**src/rtl/hazard_scoreboard_pkg.sv**
```systemverilog
// Shared types and constants for the decode-stage hazard scoreboard.
package hazard_scoreboard_pkg;

  localparam int unsigned NUM_REGS = 16;
  localparam int unsigned REG_W    = 4;

  // Register 0 reads as zero and can never carry a pending write.
  localparam logic [REG_W-1:0] ZERO_REG = '0;

  typedef enum logic [1:0] {
    RUN    = 2'd0,
    DRAIN  = 2'd1,
    HALTED = 2'd2
  } state_t;

endpackage

```
**src/rtl/hazard_scoreboard_sb_counter.sv**
```systemverilog
// One register's pending-write countdown: decrements to zero, reloads with max(dec, load_val).
module sb_counter
  import hazard_scoreboard_pkg::*;
#(
  parameter int unsigned CNT_W = 2
) (
  input  logic             clk,
  input  logic             rst,
  input  logic             load,
  input  logic [CNT_W-1:0] load_val,
  output logic [CNT_W-1:0] cnt,
  output logic             busy,
  output logic             next_zero
);

  logic [CNT_W-1:0] dec;
  logic [CNT_W-1:0] cnt_d;

  // Saturating decrement, then keep the longer of the two latencies on a new write.
  always_comb begin
    dec   = (cnt == '0) ? '0 : cnt - CNT_W'(1);
    cnt_d = dec;
    if (load && (load_val > dec)) begin
      cnt_d = load_val;
    end
  end

  assign next_zero = (cnt_d == '0);

  // Counter and its busy flag, both taken from the post-update value.
  always_ff @(posedge clk) begin
    if (rst) begin
      cnt  <= '0;
      busy <= 1'b0;
    end else begin
      cnt  <= cnt_d;
      busy <= (cnt_d != '0);
    end
  end

endmodule

```
**src/rtl/hazard_scoreboard.sv**
```systemverilog
// Decode interlock: per-register write scoreboard, stall/issue generation and halt drain.
module hazard_scoreboard
  import hazard_scoreboard_pkg::*;
#(
  parameter int unsigned LAT_ALU  = 2,
  parameter int unsigned LAT_LOAD = 2,
  parameter int unsigned CNT_W    = 2
) (
  input  logic                clk,
  input  logic                rst,
  input  logic                id_valid,
  input  logic [REG_W-1:0]    id_src1,
  input  logic                id_src1_used,
  input  logic [REG_W-1:0]    id_src2,
  input  logic                id_src2_used,
  input  logic [REG_W-1:0]    id_dst,
  input  logic                id_regwrite,
  input  logic                id_memread,
  input  logic                id_halt,
  input  logic                flush,
  output logic                stall,
  output logic                issue,
  output logic                halted,
  output logic [NUM_REGS-1:0] busy_vec
);

  logic [CNT_W-1:0]    cnt [NUM_REGS];
  logic [NUM_REGS-1:0] next_zero;
  logic [CNT_W-1:0]    load_val;
  logic                wr_en;
  logic                src1_hit;
  logic                src2_hit;
  logic                hazard;
  logic                drained;
  state_t              state_q;
  state_t              state_d;

  // Register 0 has no counter: never pending, never busy.
  assign cnt[0]       = '0;
  assign next_zero[0] = 1'b1;
  assign busy_vec[0]  = 1'b0;

  assign load_val = id_memread ? CNT_W'(LAT_LOAD) : CNT_W'(LAT_ALU);
  // HLT never writes, even if decode flags a destination.
  assign wr_en    = issue && id_regwrite && !id_halt;

  // One countdown per architectural register 1..15.
  for (genvar r = 1; r < 16; r++) begin : g_cnt
    sb_counter #(
      .CNT_W (CNT_W)
    ) u_cnt (
      .clk       (clk),
      .rst       (rst),
      .load      (wr_en && (id_dst == REG_W'(r))),
      .load_val  (load_val),
      .cnt       (cnt[r]),
      .busy      (busy_vec[r]),
      .next_zero (next_zero[r])
    );
  end

  // Source operand is not yet readable from the register file.
  assign src1_hit = id_src1_used && (id_src1 != ZERO_REG) && (cnt[id_src1] != '0);
  assign src2_hit = id_src2_used && (id_src2 != ZERO_REG) && (cnt[id_src2] != '0);
  assign hazard   = src1_hit || src2_hit;
  assign drained  = &next_zero;

  // Next-state and stall/issue; flush overrides hazard, reset silences both.
  always_comb begin
    state_d = state_q;
    stall   = 1'b0;
    issue   = 1'b0;
    unique case (state_q)
      RUN: begin
        stall = id_valid && hazard && !flush;
        issue = id_valid && !hazard && !flush;
        if (issue && id_halt) begin
          state_d = DRAIN;
        end
      end
      DRAIN: begin
        stall = 1'b1;
        if (drained) begin
          state_d = HALTED;
        end
      end
      HALTED: begin
        stall = 1'b1;
      end
      default: begin
        state_d = RUN;
      end
    endcase
    if (rst) begin
      stall = 1'b0;
      issue = 1'b0;
    end
  end

  // FSM state and registered halted flag.
  always_ff @(posedge clk) begin
    if (rst) begin
      state_q <= RUN;
      halted  <= 1'b0;
    end else begin
      state_q <= state_d;
      halted  <= (state_d == HALTED);
    end
  end

endmodule

```
**config.mk**
```make
export PLATFORM = sky130hd
export DESIGN_NAME = hazard_scoreboard
export DESIGN_NICKNAME = d
export VERILOG_FILES = /design/src/rtl/hazard_scoreboard_pkg.sv /design/src/rtl/hazard_scoreboard_sb_counter.sv /design/src/rtl/hazard_scoreboard.sv
export SDC_FILE = /design/constraint.sdc
export NUM_CORES = 1
export LEC_CHECK = 0
export CAP_MARGIN = 20
export CORE_MARGIN = 4
export CORE_UTILIZATION = 55
export CTS_CLUSTER_SIZE = 30
export DETAILED_ROUTE_END_ITERATION = 10
export GPL_ROUTABILITY_DRIVEN = 0
export PLACE_DENSITY_LB_ADDON = 0.1
export SETUP_SLACK_MARGIN = 0.2
export SLEW_MARGIN = 20
export SYNTH_ARGS = -nofsm -noshare
export SYNTH_HDL_FRONTEND = slang
export SYNTH_SLANG_ARGS = --single-unit
```
**constraint.sdc**
```tcl
create_clock -name clk -period 7 [get_ports clk]
set_clock_uncertainty 0.1 [all_clocks]
set_input_delay 1.05 -clock clk [delete_from_list [all_inputs] [get_ports clk]]
set_output_delay 1.05 -clock clk [all_outputs]
set_load 0.005 [all_outputs]
```
==> results.py <==
metrics = {
    "cts": {
        "max-clock-path-buffers": 2,
        "cts.sinks": 48,
        "tritoncts": "yes",
        "cts.htree.levels": 2,
        "cts_made_buffers": 5,
        "skew_pair_late_insertion_delay_ps": 290,
        "gates_resized_cts_repair": 0,
        "clk_pin_slew_worst_paths_ps": 80,
        "post_cts_hold_buffer_count": 0,
        "cts-root-buf": "clkbuf_8",
        "cts_post_setup_buffers_inserted": 0,
    },
    "setup_path": {
        "worstReg2RegEnd": "g_cnt[4].u_cnt.busy$_SDFF_PP0_",
        "worst_setup_path_endpoint": "issue",
        "worstPathArrival_ps": 3700,
        "reg2reg_from": "state_q[1]$_SDFF_PP0_",
        "cp.buffers_inverters": 2,
        "worstPathRequired_ps": 5850,
        "critPathSlowestCell": "a311oi_4",
        "critical_path_class": "in2out",
        "path_depth": 7,
        "crit_start": "id_src2[1]",
        "worstPathCellList": "clkdlybuf4s50_1, nor3_2, a2111oi_0, nor4_2, a311oi_4, nor4_1, clkdlybuf4s50_1",
        "r2r_slack_ps": 4330,
        "worstSetupStartpointType": "primary input",
        "critPathCaptureType": "output pin",
        "reg2reg_depth": 7,
        "cpPeakStageDelay_ps": 690,
        "path_common_cell": "clkdlybuf4s50_1",
        "timing.critical_path.fanout_max": 17,
        "crit_family": "compound AO/OA/AOI/OAI gates",
    },
    "logic_synthesis": {
        "synth_async_sr_flop_share": 0,
        "synthCells": 277,
        "syn-cell-area_um2": 2452,
        "syn_nets": 302,
        "netlist-cell-type-count": 48,
        "ys_ff_latch": 48,
        "syn_area_per_cell_um2": 8.853,
        "synth_enable_flop_cells": 0,
        "synth_top_flop_cell": "dfxtp_1",
        "yosysWarningCount": 0,
        "sequential_share_of_the_synthesized_area": 0.3918,
    },
    "layout": {
        "fillCellCount": 389,
        "antennaDiodeCount": 0,
        "instances_no_fill": 344,
        "final_layout_size_suffix_gt1_frac": 0.1027,
        "area_growth_pct": 14.54,
        "fin_nets": 318,
    },
    "global_routing": {
        "antenna_found_initial": 0,
        "grt.total_usage": 0.2054,
        "first_global_vias": 1866,
        "pin_count_of_the_biggest_net_entering_global_routing": 30,
        "grt_first_pass_wirelength_um": 8804,
        "total_grt_overflow": 0,
    },
    "drt": {
        "routed_wirelength_um": 5444,
        "antenna_violating_nets_left": 0,
        "drt_pre_antenna_iters": 4,
        "drt-wirelength-per-cell_um": 15.83,
        "vias_per_cell": 5.910,
        "dr_total_vias": 2033,
        "first_iteration_detailed_routing_drc_count": 116,
        "drcViolationCount": 0,
    },
    "die": {
        "pin_count": 40,
        "die_height_um": 74.78,
        "area_enclosed_by_the_die_boundary_um2": 5591,
        "row_count": 24,
        "fp.dieW_um": 74.78,
        "start_util": 0.5671,
        "floorplan.core_area_um2": 4324,
    },
    "timing": {
        "setup_viol_count_final": 0,
        "finalHoldViolations": 0,
        "post-route-min-period_ps": 4850,
        "final-max-slew-violation-count": 0,
        "final_min_period_over_clock_period": 0.6929,
        "tightestPinTransition_ps": 843.0,
        "tightest_slew_margin_relative_to_the_limit": 0.4363,
        "unrepaired_setup_endpoints_after_global_routing": "no",
        "fmax_mhz": 206.2,
        "totalNegativeSetupSlack_ps": 0,
    },
    "power_and_ir_drop": {
        "power.ir.vdd_worst_mv": 0.1082,
        "power_density_nw_per_um2": 183.6,
        "leakagePower_uw": 0.0009449,
    },
    "place": {
        "dp_hpwl_um": 4081,
        "io_buffers": 37,
        "place.detailed.instances": 338,
    },
    "run": {
        "drv_cap": 0,
    },
    "run_status": {
        "run_status": "completed",
    },
    "worst_hold_path": {
        "hold_path_class": "reg2reg",
    },
}
-- final cells by class --
class                           count  area [um^2]  share of cell area
Timing Repair Buffer               39        385.4              0.1372
Sequential cell                    48        960.9              0.3421
Clock inverter                      1        30.03             0.01069
Inverter                           21        78.83             0.02806
Clock buffer                        5        68.82             0.02450
Multi-Input combinational cell    178         1220              0.4343
Tap cell                           52        65.06             0.02316
-- synth_stat cells (all sizes together), types with 2 or more instances --
cell	n	area, um^2
dfxtp	48	960.9
buf	24	170.2
nor4	24	193.9
inv	21	78.83
nand2	20	75.07
nor2	19	71.32
nor3	16	90.09
a21oi	13	65.06
nand2b	10	62.56
o22ai	10	62.56
o32ai	7	61.31
clkbuf	6	22.52
o31ai	5	37.54
and3	4	25.02
ha	4	50.05
nand4	4	31.28
o21bai	4	30.03
a211oi	3	22.52
mux4	3	67.56
nand3	3	15.01
nand3b	3	35.03
or2	3	21.27
or3	3	18.77
a2111oi	2	17.52
and2	2	12.51
o21ba	2	20.02
-- routing by layer --
metal | share of wire | global-route usage | vias up
met5 | 0 | 0 | -
met4 | 0.019 | 0.07115 | 0
met3 | 0.070 | 0.04539 | 8
met2 | 0.46 | 0.3220 | 64
met1 | 0.45 | 0.2804 | 935
li1 | - | - | 1026
-- cells by family after synthesis --
logic type               share of synthesized area
AO/OA/AOI/OAI                               0.1668
adder cells (fa/ha/maj)                    0.02041
buffers and inverters                       0.1107
flip-flops                                  0.3918
multiplexers                               0.02755
other                                     0.001529
AND/OR/NAND/NOR                             0.2811
-- worst reg2reg max path, cell delays in order (launching register included) --
cell	delay, ps
dfxtp_1	350
inv_1	100
ha_1	210
nand3b_4	110
nor4b_2	670
nand3b_1	290
or3_1	510
o22ai_1	220
-- state kept, by name (all words and copies together) (netlist names) --
register and count:
g_cnt.u_cnt.busy 15, halted 1, state_q 2, g_cnt.u_cnt.cnt 30
-- power breakdown --
group / switching (uW) / internal (uW) / total, uW
registers: 1.16 / 274 / 275
clock network: 83.6 / 102 / 186
logic: 30.1 / 24.3 / 54.4
total: 115 / 401 / 516
-- stage by stage --
stage	cell area, um^2	hold WS [ps]	setup WS [ps]	total power, uW	utilization
after floorplan	2452	314.0	3391	314.2	-
after global placement	2710	334.7	2184	334.7	0.6267
after detailed placement	2710	334.8	2151	335.6	0.6267
after CTS	2809	350.2	2144	519.6	0.6496
after global routing	2809	378.9	1950	537.5	0.6496
final	2809	352.3	2150	515.7	0.6496
-- placed cells by master, fill, tap and decap left out, types with 2 or more instances in the layout --
cell type / n
and3_1: 4
and2_1: 2
o21ba_2: 2
o22ai_1: 10
o32ai_1: 7
clkdlybuf4s50_1: 37
nor4_1: 17
nor2_1: 19
nor4_2: 7
nand3_1: 3
nor3_1: 14
o31ai_1: 5
o21bai_1: 4
buf_4: 2
a211oi_1: 3
or3_1: 3
a2111oi_0: 2
dfxtp_1: 48
nand2b_1: 10
ha_1: 4
nor3_2: 2
or2_2: 2
a21oi_1: 13
inv_1: 21
clkbuf_8: 5
nand4_1: 3
mux4_2: 3
nand3b_1: 2
nand2_1: 20
-- worst min path at each step --
stage,from,to,slack (ps),cells after the start
final,g_cnt[15].u_cnt.cnt[0]$_SDFF_PP0_,g_cnt[15].u_cnt.cnt[0]$_SDFF_PP0_,350,1
after global routing,g_cnt[15].u_cnt.cnt[0]$_SDFF_PP0_,g_cnt[15].u_cnt.cnt[0]$_SDFF_PP0_,380,1
after CTS,g_cnt[15].u_cnt.cnt[0]$_SDFF_PP0_,g_cnt[15].u_cnt.cnt[0]$_SDFF_PP0_,350,1
after detailed placement,g_cnt[15].u_cnt.cnt[0]$_SDFF_PP0_,g_cnt[15].u_cnt.cnt[0]$_SDFF_PP0_,330,1
after global placement,g_cnt[15].u_cnt.cnt[0]$_SDFF_PP0_,g_cnt[15].u_cnt.cnt[0]$_SDFF_PP0_,330,1
after floorplan,g_cnt[15].u_cnt.cnt[0]$_SDFF_PP0_,g_cnt[15].u_cnt.cnt[0]$_SDFF_PP0_,310,1
No activity file was read; power rests on OpenSTA's default activity.
